--- config.mk ---
export PLATFORM = sky130hd
export DESIGN_NAME = uart_rx
export DESIGN_NICKNAME = d
export VERILOG_FILES = /design/src/rtl/uart_pkg.sv /design/src/rtl/uart_rx_sampler.sv /design/src/rtl/uart_rx.sv
export SDC_FILE = /design/constraint.sdc
export NUM_CORES = 1
export LEC_CHECK = 0
export CORE_MARGIN = 4
export CORE_UTILIZATION = 50
export CTS_BUF_LIST = sky130_fd_sc_hd__clkbuf_4 sky130_fd_sc_hd__clkbuf_8
export CTS_CLUSTER_SIZE = 12
export DETAILED_ROUTE_END_ITERATION = 12
export DONT_BUFFER_PORTS = 1
export PLACE_DENSITY = 0.68
export SLEW_MARGIN = 20
export SYNTH_ARGS = -nofsm -noshare
export SYNTH_HDL_FRONTEND = slang
export SYNTH_HIERARCHICAL = 1
export SYNTH_SLANG_ARGS = --single-unit
--- constraint.sdc ---
create_clock -name clk -period 2.1 [get_ports clk]
set_clock_uncertainty 0.2 [all_clocks]
set_input_delay 0.525 -clock clk [delete_from_list [all_inputs] [get_ports clk]]
set_output_delay 0.525 -clock clk [all_outputs]
set_load 0.1 [all_outputs]
--- src/rtl/uart_pkg.sv ---
// Shared UART definitions: receiver state encoding, parity selectors and
// the set of supported oversampling ratios.
package uart_pkg;

    typedef enum logic [2:0] {
        IDLE,
        START,
        DATA,
        PARITY,
        STOP
    } rx_state_e;

    localparam logic PARITY_EVEN = 1'b0;
    localparam logic PARITY_ODD  = 1'b1;

    // Oversampling ratios the sampler's mid-bit window is sized for.
    function automatic bit prescale_legal(input int p);
        return (p == 8) || (p == 16) || (p == 32);
    endfunction

endpackage

--- src/rtl/uart_rx_sampler.sv ---
// Per-bit oversampling: edge counter, three mid-bit samples and a
// 2-of-3 majority vote.
module uart_rx_sampler
    import uart_pkg::*;
#(
    parameter int PRESCALE = 8
) (
    input  logic clk,
    input  logic rst,
    input  logic run,          // count this cycle; low forces the counter to 0
    input  logic din,          // synchronized serial line
    output logic sampled_bit,  // majority value, valid once sample_done
    output logic sample_done,  // all three samples captured
    output logic bit_end       // last clk of the current bit
);

    localparam int CW = $clog2(PRESCALE);
    localparam logic [CW-1:0] S_LO   = CW'(PRESCALE/2 - 1);
    localparam logic [CW-1:0] S_MID  = CW'(PRESCALE/2);
    localparam logic [CW-1:0] S_HI   = CW'(PRESCALE/2 + 1);
    localparam logic [CW-1:0] S_DONE = CW'(PRESCALE/2 + 2);
    localparam logic [CW-1:0] S_LAST = CW'(PRESCALE - 1);

    if (!prescale_legal(PRESCALE)) begin : g_bad_prescale
        $error("uart_rx_sampler: PRESCALE must be 8, 16 or 32");
    end

    logic [CW-1:0] edge_cnt;
    logic [2:0]    smp;

    // Position within the current bit; held at 0 while not running.
    always_ff @(posedge clk or posedge rst) begin
        if (rst)                   edge_cnt <= '0;
        else if (!run)             edge_cnt <= '0;
        else if (edge_cnt == S_LAST) edge_cnt <= '0;
        else                       edge_cnt <= edge_cnt + 1'b1;
    end

    // Capture the line at three points around the bit centre.
    always_ff @(posedge clk or posedge rst) begin
        if (rst) begin
            smp <= '0;
        end else if (run) begin
            if (edge_cnt == S_LO)  smp[0] <= din;
            if (edge_cnt == S_MID) smp[1] <= din;
            if (edge_cnt == S_HI)  smp[2] <= din;
        end
    end

    assign sampled_bit = (smp[0] & smp[1]) | (smp[0] & smp[2]) | (smp[1] & smp[2]);
    assign sample_done = (edge_cnt == S_DONE);
    assign bit_end     = (edge_cnt == S_LAST);

endmodule

--- src/rtl/uart_rx.sv ---
// UART receiver: synchronizes the line, frames start/data/parity/stop and
// reports each frame as exactly one of valid word, parity error or stop error.
module uart_rx
    import uart_pkg::*;
#(
    parameter int DWIDTH   = 8,
    parameter int PRESCALE = 8
) (
    input  logic              clk,
    input  logic              rst,
    input  logic              s_data_rx,
    input  logic              parity_en_rx,
    input  logic              parity_type_rx,
    output logic [DWIDTH-1:0] p_data_rx,
    output logic              data_valid_rx,
    output logic              parity_err_rx,
    output logic              stop_err_rx,
    output logic              busy_rx
);

    localparam int BCW = $clog2(DWIDTH + 1);
    localparam logic [BCW-1:0] LAST_BIT = BCW'(DWIDTH - 1);

    rx_state_e         state;
    logic [1:0]        sync_q;
    logic              s_sync;
    logic              s_prev;
    logic              start_det;
    logic [BCW-1:0]    bit_cnt;
    logic [DWIDTH-1:0] shift_q;
    logic              par_en_q;
    logic              par_type_q;
    logic              par_flag;
    logic              run;
    logic              abort;
    logic              sampled_bit;
    logic              sample_done;
    logic              bit_end;

    // Two-flop synchronizer plus previous-value flop for edge detection;
    // all reset high so reset never looks like a start bit.
    always_ff @(posedge clk or posedge rst) begin
        if (rst) begin
            sync_q <= 2'b11;
            s_prev <= 1'b1;
        end else begin
            sync_q <= {sync_q[0], s_data_rx};
            s_prev <= s_sync;
        end
    end

    assign s_sync    = sync_q[1];
    assign start_det = s_prev & ~s_sync;

    // A start glitch must clear the edge counter so an immediately
    // following falling edge still begins at edge_cnt = 0.
    assign abort = (state == START) && sample_done && sampled_bit;
    assign run   = (state == IDLE) ? start_det : !abort;

    uart_rx_sampler #(
        .PRESCALE (PRESCALE)
    ) u_sampler (
        .clk         (clk),
        .rst         (rst),
        .run         (run),
        .din         (s_sync),
        .sampled_bit (sampled_bit),
        .sample_done (sample_done),
        .bit_end     (bit_end)
    );

    // Frame FSM with registered result pulses and busy flag.
    always_ff @(posedge clk or posedge rst) begin
        if (rst) begin
            state         <= IDLE;
            bit_cnt       <= '0;
            shift_q       <= '0;
            par_en_q      <= 1'b0;
            par_type_q    <= PARITY_EVEN;
            par_flag      <= 1'b0;
            p_data_rx     <= '0;
            data_valid_rx <= 1'b0;
            parity_err_rx <= 1'b0;
            stop_err_rx   <= 1'b0;
            busy_rx       <= 1'b0;
        end else begin
            data_valid_rx <= 1'b0;
            parity_err_rx <= 1'b0;
            stop_err_rx   <= 1'b0;
            case (state)
                IDLE: begin
                    // busy stays up through the result-pulse cycle and
                    // continues seamlessly into a back-to-back frame.
                    busy_rx  <= start_det;
                    bit_cnt  <= '0;
                    par_flag <= 1'b0;
                    if (start_det) begin
                        state      <= START;
                        par_en_q   <= parity_en_rx;
                        par_type_q <= parity_type_rx;
                    end
                end
                START: begin
                    if (abort) begin
                        state   <= IDLE;
                        busy_rx <= 1'b0;
                    end else if (bit_end) begin
                        state <= DATA;
                    end
                end
                DATA: begin
                    if (bit_end) begin
                        shift_q <= {sampled_bit, shift_q[DWIDTH-1:1]};
                        if (bit_cnt == LAST_BIT) begin
                            bit_cnt <= '0;
                            state   <= par_en_q ? PARITY : STOP;
                        end else begin
                            bit_cnt <= bit_cnt + 1'b1;
                        end
                    end
                end
                PARITY: begin
                    if (bit_end) begin
                        par_flag <= (sampled_bit != ((^shift_q) ^ par_type_q));
                        state    <= STOP;
                    end
                end
                STOP: begin
                    if (bit_end) begin
                        if (!sampled_bit) begin
                            stop_err_rx <= 1'b1;
                        end else if (par_flag) begin
                            parity_err_rx <= 1'b1;
                        end else begin
                            p_data_rx     <= shift_q;
                            data_valid_rx <= 1'b1;
                        end
                        state <= IDLE;
                    end
                end
                default: state <= IDLE;
            endcase
        end
    end

endmodule

==> flow_summary.ini <==
[finish]
stdcell_count = 209
multi_input_area_sq_um = 816
layout_common_cells = dfrtp_1 (36), mux2_2 (15), buf_4 (13), inv_1 (8), o21ai_0 (8)
fin_area_sq_um = 2070
fillerInstances = 264
final_common_cell = dfrtp_1
final_nets = 174
seqCellArea_sq_um = 980
layout-drive-gt1-share_pct = 33.7
area_growth_syn_to_layout_pct = 14.3
n_antenna_cell = 0

[cts]
tritoncts = done
h-tree-depth = 2
cts_buffers = 5
cts.path.max_buffers = 2
ctsRootBufferMaster = clkbuf_4
cts.sinks = 39
insertion_delay_ps = 360
clk_pin_slew_ps = 120

[yosys]
ys.flop_type = dfrtp_1
synth.distinct_cells = 39
synth_largest_area_cell = dfrtp_1
synth_fp_nets = 155
synth_area_sq_um = 1810
synth_edf_count = 0
ys_seq_area_share_pct = 54.0
synthArstFlopShare_pct = 100
netlist_instances = 143
ys_warn_count = 6
synth_top_cell_area_share_pct = 49.7
ys_seq_elements = 39
ys_top_cells_by_area = dfrtp_1 (50%), mux2_2 (9.3%), ha_1 (4.8%), dfstp_2 (4.3%), xnor2_1 (2.9%)
syn-mean-instance-area_sq_um = 12.7

[run]
maxCapViolCount = 0

[floorplan]
die-area_sq_um = 4650
ios = 17
die_w_um = 68.2
coreArea_sq_um = 3420
rows = 21
start_util_pct = 53.1
dieHeight_um = 68.2

[placement]
placed_area_sq_um = 1930
gp_congestion = 0.858
place.port_buffers = 0
dp_slack_ps = -94.0
post-place-cells = 196
place_hpwl_mm = 2.33

[global_routing]
gr-total-overflow = 0
grtUsageTotal_pct = 17.8
grt_pass1_vias = 1200
grt_pass1_wl_mm = 5.85
antenna_found_initial = 0
grt_max_degree = 34

[setup_path]
cp-end-kind = output port
critPathArrivalTime_ps = 1320
path_class = reg -> out
cp_max_fo = 2
cp_data_required_time_ps = 1370
startpoint_type = flop
worst-r2r-setup-slack_ps = 90

[timing]
max_freq_mhz = 488
slew_headroom_pct = 39.6
setup_tns_ps = 0
hold_viol = 0
final.min_clock_period_ps = 2050
worst_slack_ps = 50.4
final-setup-viol-count = 0
finalCritPeriodShare_pct = 97.6
slew_viol_final = 0
worstMarginPinSlew_ps = 906

[power]
p_leak_nw = 1.02
p_seq_share_pct = 43.5
p_int_mw = 1.67
p_total_mw = 2.61
vdd_drop_max_v = 0.000645
p_per_area_nw_per_um2 = 1260
p_switching_uw = 945
power_frac_clock_pct = 16.4
p_comb_share_pct = 40.1
swShare_pct = 36.2

[routing]
wl_per_cell_um = 15.9
viasPerCell = 5.44
drt-pass1-iter-count = 4
vias = 1136
drc = 0
wirelength_mm = 3.33
drt_iter0_drc = 32
drtAntennaViolNets = 0

[min_path]
hp-class = in -> reg

[status]
status = completed
-- path summary, 6_finish.rpt --
path,from,depth (start not counted),to
min reg2reg,sync_q[0]$_DFF_PP1_,0,sync_q[1]$_DFF_PP1_
max in group asynchronous,rst,3,sync_q[1]$_DFF_PP1_
max reg2reg,u_sampler/edge_cnt[0]$_DFF_PP0_,5,p_data_rx[4]$_DFFE_PP0P_
min in group asynchronous,rst,2,u_sampler/edge_cnt[2]$_DFF_PP0_
max,p_data_rx[4]$_DFFE_PP0P_,0,p_data_rx[4]
min,parity_type_rx,1,par_type_q$_DFFE_PP0P_
-- cell families (layout without fill, tap and decap cells) --
family / Yosys count / count (layout) / synth area share (%)
AOI/OAI and AO/OA: 20 / 20 / 6.63
xor gates and xnor gates: 8 / 8 / 4.62
adders and majority gates: 8 / 8 / 5.38
buffers and inverters: 13 / 32 / 3.04
DFF: 39 / 39 / 54.0
muxes: 22 / 22 / 14.2
and+or+nand+nor: 33 / 34 / 12.1
-- area by class of cell --
cell class | count | area share [%]
Inverter | 9 | 1.63
Timing Repair Buffer | 15 | 5.68
Clock buffer | 7 | 2.84
Clock inverter | 1 | 0.423
Multi-Input combinational cell | 92 | 39.4
Sequential cell | 39 | 47.3
Tap cell | 46 | 2.78
-- synthesized netlist by cell type, types with 3 or more instances --
master,number
a31oi_1,3
a21oi_1,3
nand3_1,6
ha_1,7
dfstp_2,3
xnor2_1,6
dfrtp_1,36
mux2_4,3
o21ai_0,9
mux2_1,3
inv_1,8
nand2_1,7
mux2_2,15
nor2b_1,4
-- stage by stage --
stage / hold WS [ps] / util (%)
4_1_cts: 86.9 / 59.5
6_report: 97.2 / 60.7
3_5_place_dp: 145 / 56.6
5_1_grt: 70.4 / 60.7
2_1_floorplan: 116 / -
3_3_place_gp: 136 / 56.6
-- sequential cells by signal, indices dropped and copies added (netlist names) --
| register | flops |
|---|---|
| bit_cnt | 4 |
| busy_rx | 1 |
| data_valid_rx | 1 |
| p_data_rx | 8 |
| par_en_q | 1 |
| par_flag | 1 |
| par_type_q | 1 |
| parity_err_rx | 1 |
| s_prev | 1 |
| shift_q | 8 |
| state | 3 |
| stop_err_rx | 1 |
| sync_q | 2 |
| u_sampler/edge_cnt | 3 |
| u_sampler/smp | 3 |
-- repair_timing --
item,4_1_cts,5_1_grt
hold buffers,2,0
setup buffers,1,1
gates cloned,0,1
pin swaps,0,2
endpoints found under the setup margin,4,15
gates resized for setup,3,5
endpoints found under the hold margin,37,0
-- power by group through the flow --
stage,Clock [mW],Combinational [mW],Sequential (mW)
global route,0.483,1.16,1.17
finish,0.429,1.05,1.14
global placement,0,0.953,1.12
floorplan,0,0.754,1.13
detailed placement,0,0.989,1.14
CTS,0.438,1.01,1.13
-- layer usage --
metal  GRT usage (%)  up-vias  part of all wire (%)
met5               0        -                     0
met4            10.4        0                   2.6
met3            6.73       11                   6.6
met2            26.6       26                    48
met1            21.9      562                    42
li1                -      537                     -
Note: power is estimated with default switching activity, not from simulation.
